===== src/rtl/mat_mul_result_drain.sv =====
// Result-side consumer for mat_mul: captures a whole C matrix, then streams it
// out row-major as tagged valid/ready words and counts completed matrices.
module mat_mul_result_drain #(
   parameter int  DATA_WIDTH = 32,
   parameter int  ROWS_A     = 3,
   parameter int  COLS_B     = 1,
   parameter int  CNT_WIDTH  = 16,
   localparam int RW         = (ROWS_A > 1) ? $clog2(ROWS_A) : 1,
   localparam int CW         = (COLS_B > 1) ? $clog2(COLS_B) : 1
) (
   input  logic                  clk,
   input  logic                  rstn,
   input  logic                  out_valid,
   input  logic [DATA_WIDTH-1:0] c [ROWS_A][COLS_B],
   output logic                  out_ready,
   output logic [DATA_WIDTH-1:0] m_data,
   output logic [RW-1:0]         m_row,
   output logic [CW-1:0]         m_col,
   output logic                  m_last,
   output logic                  m_valid,
   input  logic                  m_ready,
   output logic [CNT_WIDTH-1:0]  mat_count,
   output logic                  busy
);

   typedef enum logic [1:0] {ST_INIT, ST_IDLE, ST_SEND} state_t;

   state_t                  state_q, state_d;
   logic                    out_ready_q, out_ready_d;
   logic                    m_valid_q, m_valid_d;
   logic                    m_last_q, m_last_d;
   logic [DATA_WIDTH-1:0]   m_data_q, m_data_d;
   logic [RW-1:0]           m_row_q, m_row_d;
   logic [CW-1:0]           m_col_q, m_col_d;
   logic [CNT_WIDTH-1:0]    mat_count_q, mat_count_d;
   logic [DATA_WIDTH-1:0]   buf_q [ROWS_A][COLS_B];
   logic [RW-1:0]           row_nx;
   logic [CW-1:0]           col_nx;
   logic                    capture;

   assign capture = (state_q == ST_IDLE) && out_valid;

   // Holding buffer needs no reset: it is only read after a capture fills it.
   always_ff @(posedge clk) begin
      if (capture) begin
         buf_q <= c;
      end
   end

   // Row-major successor of the word currently on the stream.
   always_comb begin
      row_nx = m_row_q;
      col_nx = m_col_q + CW'(1);
      if (m_col_q == CW'(COLS_B - 1)) begin
         col_nx = '0;
         row_nx = m_row_q + RW'(1);
      end
   end

   always_comb begin
      state_d     = state_q;
      out_ready_d = out_ready_q;
      m_valid_d   = m_valid_q;
      m_last_d    = m_last_q;
      m_data_d    = m_data_q;
      m_row_d     = m_row_q;
      m_col_d     = m_col_q;
      mat_count_d = mat_count_q;
      case (state_q)
         ST_INIT: begin
            state_d     = ST_IDLE;
            out_ready_d = 1'b1;
         end
         ST_IDLE: begin
            if (out_valid) begin
               state_d     = ST_SEND;
               out_ready_d = 1'b0;
               m_valid_d   = 1'b1;
               m_data_d    = c[0][0];
               m_row_d     = '0;
               m_col_d     = '0;
               m_last_d    = (ROWS_A * COLS_B == 1);
            end
         end
         ST_SEND: begin
            if (m_ready) begin
               if (m_last_q) begin
                  state_d     = ST_IDLE;
                  out_ready_d = 1'b1;
                  m_valid_d   = 1'b0;
                  m_last_d    = 1'b0;
                  mat_count_d = mat_count_q + CNT_WIDTH'(1);
               end else begin
                  m_row_d  = row_nx;
                  m_col_d  = col_nx;
                  m_data_d = buf_q[row_nx][col_nx];
                  m_last_d = (row_nx == RW'(ROWS_A - 1)) && (col_nx == CW'(COLS_B - 1));
               end
            end
         end
         default: begin
            state_d = ST_INIT;
         end
      endcase
   end

   always_ff @(posedge clk or negedge rstn) begin
      if (!rstn) begin
         state_q     <= ST_INIT;
         out_ready_q <= 1'b0;
         m_valid_q   <= 1'b0;
         m_last_q    <= 1'b0;
         m_data_q    <= '0;
         m_row_q     <= '0;
         m_col_q     <= '0;
         mat_count_q <= '0;
      end else begin
         state_q     <= state_d;
         out_ready_q <= out_ready_d;
         m_valid_q   <= m_valid_d;
         m_last_q    <= m_last_d;
         m_data_q    <= m_data_d;
         m_row_q     <= m_row_d;
         m_col_q     <= m_col_d;
         mat_count_q <= mat_count_d;
      end
   end

   assign out_ready = out_ready_q;
   assign m_valid   = m_valid_q;
   assign m_last    = m_last_q;
   assign m_data    = m_data_q;
   assign m_row     = m_row_q;
   assign m_col     = m_col_q;
   assign mat_count = mat_count_q;
   assign busy      = (state_q == ST_SEND);

endmodule

===== config.mk =====
export PLATFORM = sky130hd
export DESIGN_NAME = mat_mul_result_drain
export DESIGN_NICKNAME = d
export VERILOG_FILES = /design/src/rtl/mat_mul_result_drain.sv
export SDC_FILE = /design/constraint.sdc
export NUM_CORES = 1
export LEC_CHECK = 0
export BUFFER_PORTS_ARGS = -buffer_cell sky130_fd_sc_hd__buf_4
export CORE_ASPECT_RATIO = 1.5
export CORE_MARGIN = 2
export CORE_UTILIZATION = 53
export CTS_CLUSTER_SIZE = 12
export DETAILED_ROUTE_END_ITERATION = 8
export HOLD_SLACK_MARGIN = 0.03
export PLACE_DENSITY = 0.9
export SYNTH_ARGS = -nofsm -noshare
export SYNTH_HDL_FRONTEND = slang
export SYNTH_SLANG_ARGS = --single-unit

===== constraint.sdc =====
create_clock -name clk -period 3.8 [get_ports clk]
set_input_delay 0.38 -clock clk [delete_from_list [all_inputs] [get_ports clk]]
set_output_delay 0.38 -clock clk [all_outputs]
set_load 0.005 [all_outputs]

==> flow_summary_export.csv <==
group,metric,value,unit
timing,hold_violations,0,
synthesis,async_reset_ff_share,36.4,%
routing,vias,4206,
setup_path,worstSetupStartpointType,"flop",
layout,layoutNonFillerInstCount,725,
cts,cts_resized,0,
grt,antenna_found_initial,0,
routing,routed_via_density,5.80,
setup_path,cpMaxStageDelayCell,"inv_1",
grt,grt_use_total,23.7,%
setup_path,crit_path_end_kind,"output pin",
cts,htreeDepth,4,
cts,cts.path.max_buffers,2,
flow_run,cap_violations,0,
timing,min_period,2.47,ns
timing,tns,0,ns
floorplanning,core,0.0111,mm²
setup_path,rr_worst_depth,5,
timing,max_slew.worst_pin.slew,1.11,ns
setup_path,timing.rr.end,"m_data[30]",
synthesis,synthesis.nets,514,
floorplanning,io_pins,155,
power,powerDensity,753,mW/mm²
routing,avgRoutedWirePerCell,19.5,µm
synthesis,synthCells,412,
routing,route.detailed.drc,0,
synthesis,synth_common_cells,"edfxtp_1 (96), dfrtp_1 (55), nand2_1 (45)",
timing,max_freq,0.404,GHz
synthesis,synthFlopType,"edfxtp_1",
setup_path,arrival,2.09,ns
routing,drtAntennaViolNets,0,
setup_path,cpPeakStageDelay,0.80,ns
cts,numCtsBuffers,17,
synthesis,netlist_area,0.00607,mm²
cts,numClockSinks,151,
floorplanning,die_h,135,µm
cts,cts.clk_slew.worst_paths,0.06,ns
layout,syn_to_final_growth,30.8,%
routing,drtPass1Iterations,5,
setup_path,reg2reg_slack,1.53,ns
timing,min_period_over_period,65.1,%
routing,wl,14.1,mm
worst_hold_path,worst_hold_path_type,"primary input to async pin",
setup_path,critical_path.endpoint,"busy",
timing,final.setup_skew,0.00682,ns
setup_path,crit_start,"state_q[0]",
synthesis,synth_edf_count,96,
timing,rsz0062_at_grt,"false",
synthesis,synth.top_cell.area_share,47.5,%
synthesis,synth_cell_types,39,
grt,grt_first_pass_wirelength,22.2,mm
setup_path,critPathMaxFanout,35,
setup_path,crit_chain,"nand2b_2, inv_1, buf_4",
grt,grt_overflow,0,
layout,fin_util,71.5,%
grt,grt_max_degree,61,
placement,io_buffer_count,153,
floorplanning,num_rows,47,
placement,dp_hpwl,9.33,mm
synthesis,ys_seq_area_share,70.1,%
power,ir_drop,486,µV
timing,slew-limit-headroom,26.1,%
synthesis,synth.most_common_cell,"edfxtp_1",
power,p_leak,0.00330,µW
layout,finalNetCount,667,
floorplanning,die_area,0.0123,mm²
layout,multi_input_area,0.00164,mm²
cts,clock_latency,0.41,ns
timing,final-setup-viol-count,0,
placement,place_congestion,0.806,
setup_path,cp_data_required_time,3.42,ns
timing,slew_viol_final,0,
synthesis,synth_top_cell_by_area,"edfxtp_1",
cts,root_buffer,"clkbuf_16",
synthesis,avgSynthCellArea,14.7,µm²
layout,register_area,0.00426,mm²
placement,dp.cells,693,
synthesis,ys_ff_latch,151,
cts,hold_buffers,0,
layout,nFillCells,715,
layout,drive_gt1_share,41.7,%
setup_path,r2r-start,"m_row[0]",
synthesis,synth_area_leaders,"edfxtp_1 (47%), dfrtp_1 (23%), mux2_2 (5.9%)",
routing,first_iter_violations,254,
floorplanning,dieWidth,91.4,µm
grt,grt_pass1_vias,4337,
cts,cts_setup_buffers,0,
layout,diodes,0,
synthesis,ys_warn_count,0,
floorplanning,initial_core_util,54.6,%
setup_path,crit_type,"flop to output pin",
run_status,status,"finished clean",
cts,tritoncts,"done",
## placed cells by master (no fill, tap or decap), drive strengths merged, types with 6 or more instances in the layout
cell and count:
buf 160, edfxtp 96, o21ai 68, dfrtp 55, nand2 45, mux2 32
a221oi 32, clkbuf 17, xnor2 14, clkinv 9, inv 7, nand3 6
## routing by layer
metal	wire [µm]	GRT usage (%)
met1	5070	28.2
met2	7530	39.8
met3	874	4.97
met4	668	13.6
met5	0	0
## report_power, final
group	switching, µW	internal (µW)	total (µW)
clock network	655	1100	1760
registers	217	2220	2440
logic	1030	760	1790
total	1900	4080	5980
## registers in the layout, summed over array words and instances, names as in the netlist
register   cells
m_last         1
buf_q         96
m_valid        1
mat_count     16
m_row          2
out_ready      1
state_q        2
m_data        32
## per-stage QoR
step	cell area, µm²	hold WS, ns	total power [µW]	setup WS, ns
floorplan	6070	0.0844	3540	0.720
detailed placement	7320	0.483	4240	1.54
CTS	7940	0.0436	6010	1.34
global route	7940	0.0857	6250	1.23
finish	7940	0.0220	5980	1.33
global placement	7320	0.464	4130	1.70
## layout make-up
type,instances,area share (%)
repair buffers,160,15.3
inverters,6,0.299
clock inverters,15,2.52
clock buffers,17,5.36
flip-flops and latches,151,53.6
multi-input cells,229,20.6
well taps,147,2.32
## how the worst min path moves through the flow
stage,start,endpoint,slack (ns),cells after the start
floorplan,rstn,m_data[0],0.08,0
global placement,mat_count[15],mat_count[15],0.46,1
detailed placement,m_data[24],m_data[24],0.48,2
CTS,rstn,mat_count[13],0.04,1
finish,rstn,mat_count[2],0.02,1
global route,rstn,mat_count[12],0.09,1
## critical path: cells and delay by family, from the launching register on
family / cells / cell delay [ns]
buf+inv: 2 / 1.05
flops: 1 / 0.43
simple gates: 1 / 0.20
## cell families after synthesis
logic type	after synthesis	share of synthesized area [%]
mux	32	5.93
buf+inv	32	2.97
other cells	1	0.0617
fa+ha+maj	2	0.412
xor+xnor	15	2.16
simple gates	70	6.24
compound gates	109	12.1
flops	151	70.1
(Power assumes the default switching activity.)
